[config.mk]
export PLATFORM = sky130hd
export DESIGN_NAME = spectral_peak_detect
export DESIGN_NICKNAME = d
export VERILOG_FILES = /design/src/rtl/spectral_peak_detect.sv
export SDC_FILE = /design/constraint.sdc
export NUM_CORES = 1
export LEC_CHECK = 0
export CORE_MARGIN = 2
export CORE_UTILIZATION = 55
export CTS_BUF_LIST = sky130_fd_sc_hd__clkbuf_4 sky130_fd_sc_hd__clkbuf_8
export CTS_CLUSTER_DIAMETER = 30
export CTS_CLUSTER_SIZE = 28
export DETAILED_ROUTE_END_ITERATION = 16
export GPL_TIMING_DRIVEN = 0
export PLACE_DENSITY = 0.92
export SLEW_MARGIN = 20
export SYNTH_ARGS = -nofsm -noshare
export SYNTH_HDL_FRONTEND = slang
export SYNTH_SLANG_ARGS = --single-unit
[constraint.sdc]
create_clock -name aclk -period 7.6 [get_ports aclk]
set_clock_uncertainty 0.2 [all_clocks]
set_input_delay 1.52 -clock aclk [delete_from_list [all_inputs] [get_ports aclk]]
set_output_delay 1.52 -clock aclk [all_outputs]
set_load 0.01 [all_outputs]
[src/rtl/spectral_peak_detect.sv]
// Per-frame peak search over a window of float32 squared-magnitude bins.
// Reports {peak value, bin, nan_seen} on an AXI4-Stream-style master port.
module spectral_peak_detect #(
   parameter int NFFT_LOG2 = 10,
   parameter int MIN_BIN   = 1,
   parameter int MAX_BIN   = 512
) (
   input  logic                 aclk,
   input  logic                 areset,
   input  logic [31:0]          s_axis_mag_tdata,
   input  logic                 s_axis_mag_tvalid,
   output logic                 s_axis_mag_tready,
   input  logic                 frame_sync,
   output logic [31:0]          m_axis_peak_tdata,
   output logic [NFFT_LOG2:0]   m_axis_peak_tuser,
   output logic                 m_axis_peak_tvalid,
   input  logic                 m_axis_peak_tready,
   output logic [15:0]          frame_count
);

   localparam logic [NFFT_LOG2-1:0] LAST_IDX = '1;
   localparam logic [NFFT_LOG2-1:0] MIN_IDX  = NFFT_LOG2'(MIN_BIN);
   localparam logic [NFFT_LOG2-1:0] MAX_IDX  = NFFT_LOG2'(MAX_BIN);

   typedef enum logic {ACCUM, HOLD} state_t;

   state_t               state;
   logic [NFFT_LOG2-1:0] bin_cnt, best_bin;
   logic [30:0]          best_val;
   logic                 nan_seen;

   logic [NFFT_LOG2-1:0] bin, base_bin, nxt_bin;
   logic [30:0]          base_val, nxt_val, mag;
   logic                 base_nan, nxt_nan;
   logic                 accept, in_window, is_nan, last_beat;

   assign s_axis_mag_tready = (state == ACCUM) && !areset;

   // frame_sync restarts the frame from init values; a same-cycle beat becomes bin 0.
   always_comb begin
      accept    = s_axis_mag_tvalid && (state == ACCUM);
      bin       = frame_sync ? '0 : bin_cnt;
      base_val  = frame_sync ? '0 : best_val;
      base_bin  = frame_sync ? MIN_IDX : best_bin;
      base_nan  = frame_sync ? 1'b0 : nan_seen;
      in_window = (bin >= MIN_IDX) && (bin <= MAX_IDX);
      is_nan    = (s_axis_mag_tdata[30:23] == 8'hFF) && (s_axis_mag_tdata[22:0] != '0);
      mag       = s_axis_mag_tdata[31] ? '0 : s_axis_mag_tdata[30:0];
      last_beat = accept && (bin == LAST_IDX);
      nxt_val   = base_val;
      nxt_bin   = base_bin;
      nxt_nan   = base_nan;
      if (accept && in_window) begin
         if (is_nan) begin
            nxt_nan = 1'b1;
         end else if (mag > base_val) begin
            nxt_val = mag;
            nxt_bin = bin;
         end
      end
   end

   always_ff @(posedge aclk or posedge areset) begin
      if (areset) begin
         state              <= ACCUM;
         bin_cnt            <= '0;
         best_val           <= '0;
         best_bin           <= MIN_IDX;
         nan_seen           <= 1'b0;
         m_axis_peak_tvalid <= 1'b0;
         m_axis_peak_tdata  <= '0;
         m_axis_peak_tuser  <= '0;
         frame_count        <= '0;
      end else begin
         case (state)
            ACCUM: begin
               if (last_beat) begin
                  m_axis_peak_tdata  <= {1'b0, nxt_val};
                  m_axis_peak_tuser  <= {nxt_nan, nxt_bin};
                  m_axis_peak_tvalid <= 1'b1;
                  state              <= HOLD;
                  bin_cnt            <= '0;
                  best_val           <= '0;
                  best_bin           <= MIN_IDX;
                  nan_seen           <= 1'b0;
               end else begin
                  bin_cnt  <= accept ? bin + 1'b1 : bin;
                  best_val <= nxt_val;
                  best_bin <= nxt_bin;
                  nan_seen <= nxt_nan;
               end
            end
            HOLD: begin
               if (m_axis_peak_tready) begin
                  m_axis_peak_tvalid <= 1'b0;
                  frame_count        <= frame_count + 16'd1;
                  state              <= ACCUM;
               end
            end
            default: state <= ACCUM;
         endcase
      end
   end

endmodule

* Word level (Yosys, flattened, before mapping)
Cells that the tools add are included.
Storage, ports and cells: flip-flop bits (word level) 112, input port bits 37, output and inout bits 61, word-level logic and storage cells 54
Cells by class: $add $sub $neg 2, $lt $le $gt $ge 3, eq/ne operators 4, multiplexer cells 24, bitwise operators 1, reductions and logical operators 11
Operators with widths (number):
- $mux 31 | 6
- $mux 10 | 8
- $gt 31x31->1 | 1
- $reduce_bool 23->1 | 1
- $add 16x1->16 const B | 1
- $add 10x1->10 const B | 1
- $eq 10x10->1 const B | 1
- $ge 10x1->1 const B | 1
- $le 10x10->1 const B | 1
- $eq 8x8->1 const B | 1
- $mux 1 | 8
- $logic_and 1x1->1 | 6
- $reduce_and 2->1 | 3
- $ne 2x2->1 const B | 2
- $pmux 1 s2 | 2
- $logic_not 1->1 | 1
- $not 1->1 | 1

* Longest topological paths before layout
word-level depth 6, depth in mapped cells 14, gate-level depth less buffers 11

* Worst setup path after synthesis
No wires, ideal clock.
path kind input-to-reg, from input frame_sync, to register best_val[10], library setup time 121 ps, arrival time 4072 ps, data required time 7279 ps, slack 3207 ps, stages on the path 13, buffers on the path 3, cells stage by stage buf_1 inv_2 buf_1 nand2_1 ha_1 a21oi_1 a21oi_1 a2111oi_2 o21ai_0 o31ai_4 nor2_1 buf_2 a22o_1
Between the ends: longest elaborated chain between the ends 6, elaborated cells between the ends (all ways) 13, classes of those cells order compare: 3; eq/ne: 1; mux: 6; reduce/logical: 3
Ends and longest elaborated chain:
- start, declared | RTL line 13 | input logic frame_sync,
- $mux 31 or $mux 10 (tied branches) | RTL line 43, 42
- $gt 31x31->1 (tied with other cells) | RTL line 56 | end else if (mag > base_val) begin
- $mux 31 or $logic_and 1x1->1 (tied branches) | RTL line 56, 46
- $mux 31 or $logic_and 1x1->1 (tied branches) | RTL line 54, 53
- $mux 31 | RTL line 53 | if (accept && in_window) begin
- $mux 31 (*) | RTL line 77 | if (last_beat) begin
- end signal, assigned | RTL line 88 | best_val <= nxt_val;
- end, declared | RTL line 29 | logic [30:0] best_val;
Every way passes the cells marked *; elsewhere a longest branch is shown, timed or not. A chain may end at the register's enable or synchronous reset.

* Worst setup path after layout
from input frame_sync, to register best_val[13]
Same word-level chain as after synthesis.

==> flow_summary_export.csv <==
group,metric,value,unit
run_status,status,"completed",
critical_path,path_cells,"clkdlybuf4s50_1, buf_1, inv_2, buf_1, nand2_1, ha_1, a21oi_1, o21ai_0, a211oi_1, o21ai_0, o31ai_4, nor2_1, buf_2, a22o_1",
drt,wl_met1,5799,um
floorplan,core,9774,um^2
sta,maxSlewViolCount,0,
drt,vias,4796,
power_and_ir_drop,powerDensity,166.9,nW/um^2
drt,drt_iter0_drc,370,
power_and_ir_drop,p_leak,0.003067,uW
power_and_ir_drop,power,1152,uW
synthesis,netlist_top_cells_area,"dfrtp_1, ha_1, nand2_1",
synthesis,synthesis.nets,633,
layout,num_antenna_cells,0,
synthesis,synth-async-reset-ratio,1.000,
synthesis,synth_cells,560,
synthesis,netlist_area,5533,um^2
drt,wl_met3,910,um
drt,wl_met2,7087,um
critical_path,worstPathArrival,5.61,ns
synthesis,yosys_warnings,0,
clock_network,numCtsBuffers,9,
sta,min_period,5.524,ns
sta,setup_viol,0,
layout,nFillCells,709,
global_routing,grt_max_degree,65,
floorplan,fp-row-count,36,
floorplan,die_x,104.3,um
global_routing,gr-total-overflow,0,
synthesis,ys_seq_elements,112,
power_and_ir_drop,vdd_drop_max,0.09344,mV
drt,drcViolationCount,0,
clock_network,postCtsResizedCells,0,
synthesis,synth_top_area_frac,0.5020,
critical_path,crit_path_max_incr_delay,0.52,ns
critical_path,end_kind,"flip-flop",
global_routing,antenna_found_initial,0,
clock_network,clk_path_buf_depth,2,
sta,finalSetupTns,0,ns
clock_network,htreeDepth,3,
place,gp_congestion,0.9181,
clock_network,cts_tree,"yes",
place,hpwlAfterDp,10490,um
sta,timing.slew.headroom,0.6138,
synthesis,synthDistinctLibCells,47,
drt,via_per_inst,5.950,
hold_path,hold_class,"flip-flop to flip-flop",
layout,drive_gt1_frac,0.05201,
synthesis,synth-seq-area-share,0.5068,
clock_network,cts.hold.buffers_added,0,
global_routing,grt_usage,0.2733,
clock_network,cts_root_buffer,"clkbuf_8",
critical_path,start_kind,"input pin",
critical_path,crit_required,7.68,ns
clock_network,clock-sinks,112,
clock_network,clkLatencyLatePin,0.39,ns
clock_network,cts_setup_buffers,0,
drt,drt-pass1-iter-count,5,
sta,tightest_slew,0.5794,ns
sta,rsz0062_at_grt,"no",
critical_path,cp_slowest_cell,"clkdlybuf4s50_1",
global_routing,first_global_vias,4923,
drt,wire_per_inst,17.75,um
floorplan,ios,98,
clock_network,clk_pin_slew_worst_paths,0.12,ns
layout,layout.nets,741,
synthesis,syn-mean-instance-area,9.880,um^2
floorplan,fp.dieH,104.3,um
drt,routed_wl,14310,um
sta,fin_crit_sh,0.7268,
critical_path,worstSetupPathType,"input pin to flip-flop",
synthesis,synth-edff-count,0,
global_routing,grt_pass1_wl,24110,um
job,max_cap_viol_count,0,
drt,topRoutingLayerUsed,"met4",
sta,fmax,0.1810,GHz
layout,utilization,0.7062,
drt,detail-route-antenna-nets,0,
floorplan,start_util,0.5661,
synthesis,synth_area_leader_cell,"dfrtp_1",
place,placement.io_buffers,96,
critical_path,path_max_fanout,10,
floorplan,die-area,10880,um^2
sta,finalHoldViolations,0,
synthesis,synth_ff_type,"dfrtp_1",
layout,synthToLayoutAreaGrowth,24.76,%
==> stage by stage <==
| step | std cells | hold WS (ns) | instance area [um^2] | setup WS (ns) |
|---|---|---|---|---|
| finish | 806 | 0.2797 | 6903 | 2.076 |
| global route | 806 | 0.3142 | 6903 | 1.923 |
| CTS | 806 | 0.2822 | 6903 | 2.158 |
| detailed placement | 790 | 0.2622 | 6693 | 1.791 |
| global placement | 789 | 0.2578 | 6660 | 1.470 |
| floorplan | 560 | 0.2391 | 5533 | 2.923 |
==> cells by family (layout without fill, tap and decap cells) <==
kind of cell    Yosys count  count (layout)  share of synthesized area
fa+ha+maj                36              36                    0.08141
compound gates          123             123                     0.1547
other cells               1               1                  0.0006778
xor+xnor                 17              17                    0.02691
mux                       3               3                   0.005654
flops                   112             112                     0.5068
simple gates            224             224                     0.1884
buf+inv                  44             157                    0.03550
==> worst max-delay path, delay by kind of cell <==
family | cells | cell delay (ns)
buf+inv | 5 | 1.78
fa+ha+maj | 1 | 0.32
simple gates | 2 | 0.35
compound gates | 6 | 1.62
==> cells in the final DEF, fill, tap and decap left out, drive strengths merged, types with 14 or more instances in the layout <==
cell / count
nand2: 119
dfrtp: 111
clkdlybuf4s50: 96
o21ai: 39
a22o: 39
ha: 36
nor2b: 33
clkbuf: 24
a21oi: 21
nor2: 20
inv: 18
nand4: 15
buf: 15
xnor2: 14
==> report_power, final <==
part	total (uW)	leakage (uW)	internal, uW	switching, uW
registers	624	0.00154	613	11.2
clock network	367	0.000105	133	234
logic	161	0.00142	68.5	92.6
total	1150	0.00307	814	338
==> Yosys cell counts, types with 2 or more instances <==
library cell / number
nand2_1: 119
a21o_1: 2
ha_1: 36
clkbuf_1: 15
buf_1: 4
xnor2_1: 14
a21boi_0: 2
dfrtp_1: 111
nor4_1: 6
buf_4: 5
inv_1: 14
buf_2: 4
a22o_1: 39
nand2b_1: 3
a21oi_1: 21
xor2_1: 3
a211oi_1: 2
nor2_1: 20
nand4_1: 15
nand3_1: 13
o2bb2ai_1: 3
o21ai_0: 39
o22ai_1: 3
nor3_1: 8
mux2i_1: 2
o21a_1: 3
nor2b_1: 33
nand4b_1: 2
==> worst paths after layout <==
path | from | end | slack (ns) | depth (start not counted)
setup / recovery | frame_sync | best_val[13] | 2.08 | 14
hold / removal | best_bin[8] | m_axis_peak_tuser[8] | 0.28 | 2
setup reg to reg | best_val[18] | best_val[13] | 4.47 | 10
hold reg to reg | best_bin[8] | m_axis_peak_tuser[8] | 0.28 | 2
max in group asynchronous | areset | best_bin[0] | 5.10 | 3
min in group asynchronous | areset | m_axis_peak_tdata[16] | 1.40 | 2
==> flip-flops by register name, summed over array words and instances (netlist names) <==
| register | count |
|---|---|
| best_val | 31 |
| m_axis_peak_tdata | 31 |
| frame_count | 16 |
| m_axis_peak_tuser | 11 |
| best_bin | 10 |
| bin_cnt | 10 |
| m_axis_peak_tvalid | 1 |
| nan_seen | 1 |
| state | 1 |
==> cell type report <==
type / instances / area, um^2 / share of cell area
buffer: 29 / 140.1 / 0.02030
tap: 133 / 166.4 / 0.02411
inverter: 15 / 61.31 / 0.008882
clock inverter: 7 / 86.33 / 0.01251
timing repair buffer: 97 / 988.4 / 0.1432
sequential: 112 / 2804 / 0.4062
clock buffer: 9 / 123.9 / 0.01794
multi-input combinational: 404 / 2532 / 0.3669
==> layer usage <==
layer  up-vias  global-route usage
met5         -                   0
met1      2329              0.3446
met2       236              0.4631
li1       2176                   -
met3        55             0.03822
met4         0              0.1313
No activity file was read; power rests on OpenSTA's default activity.
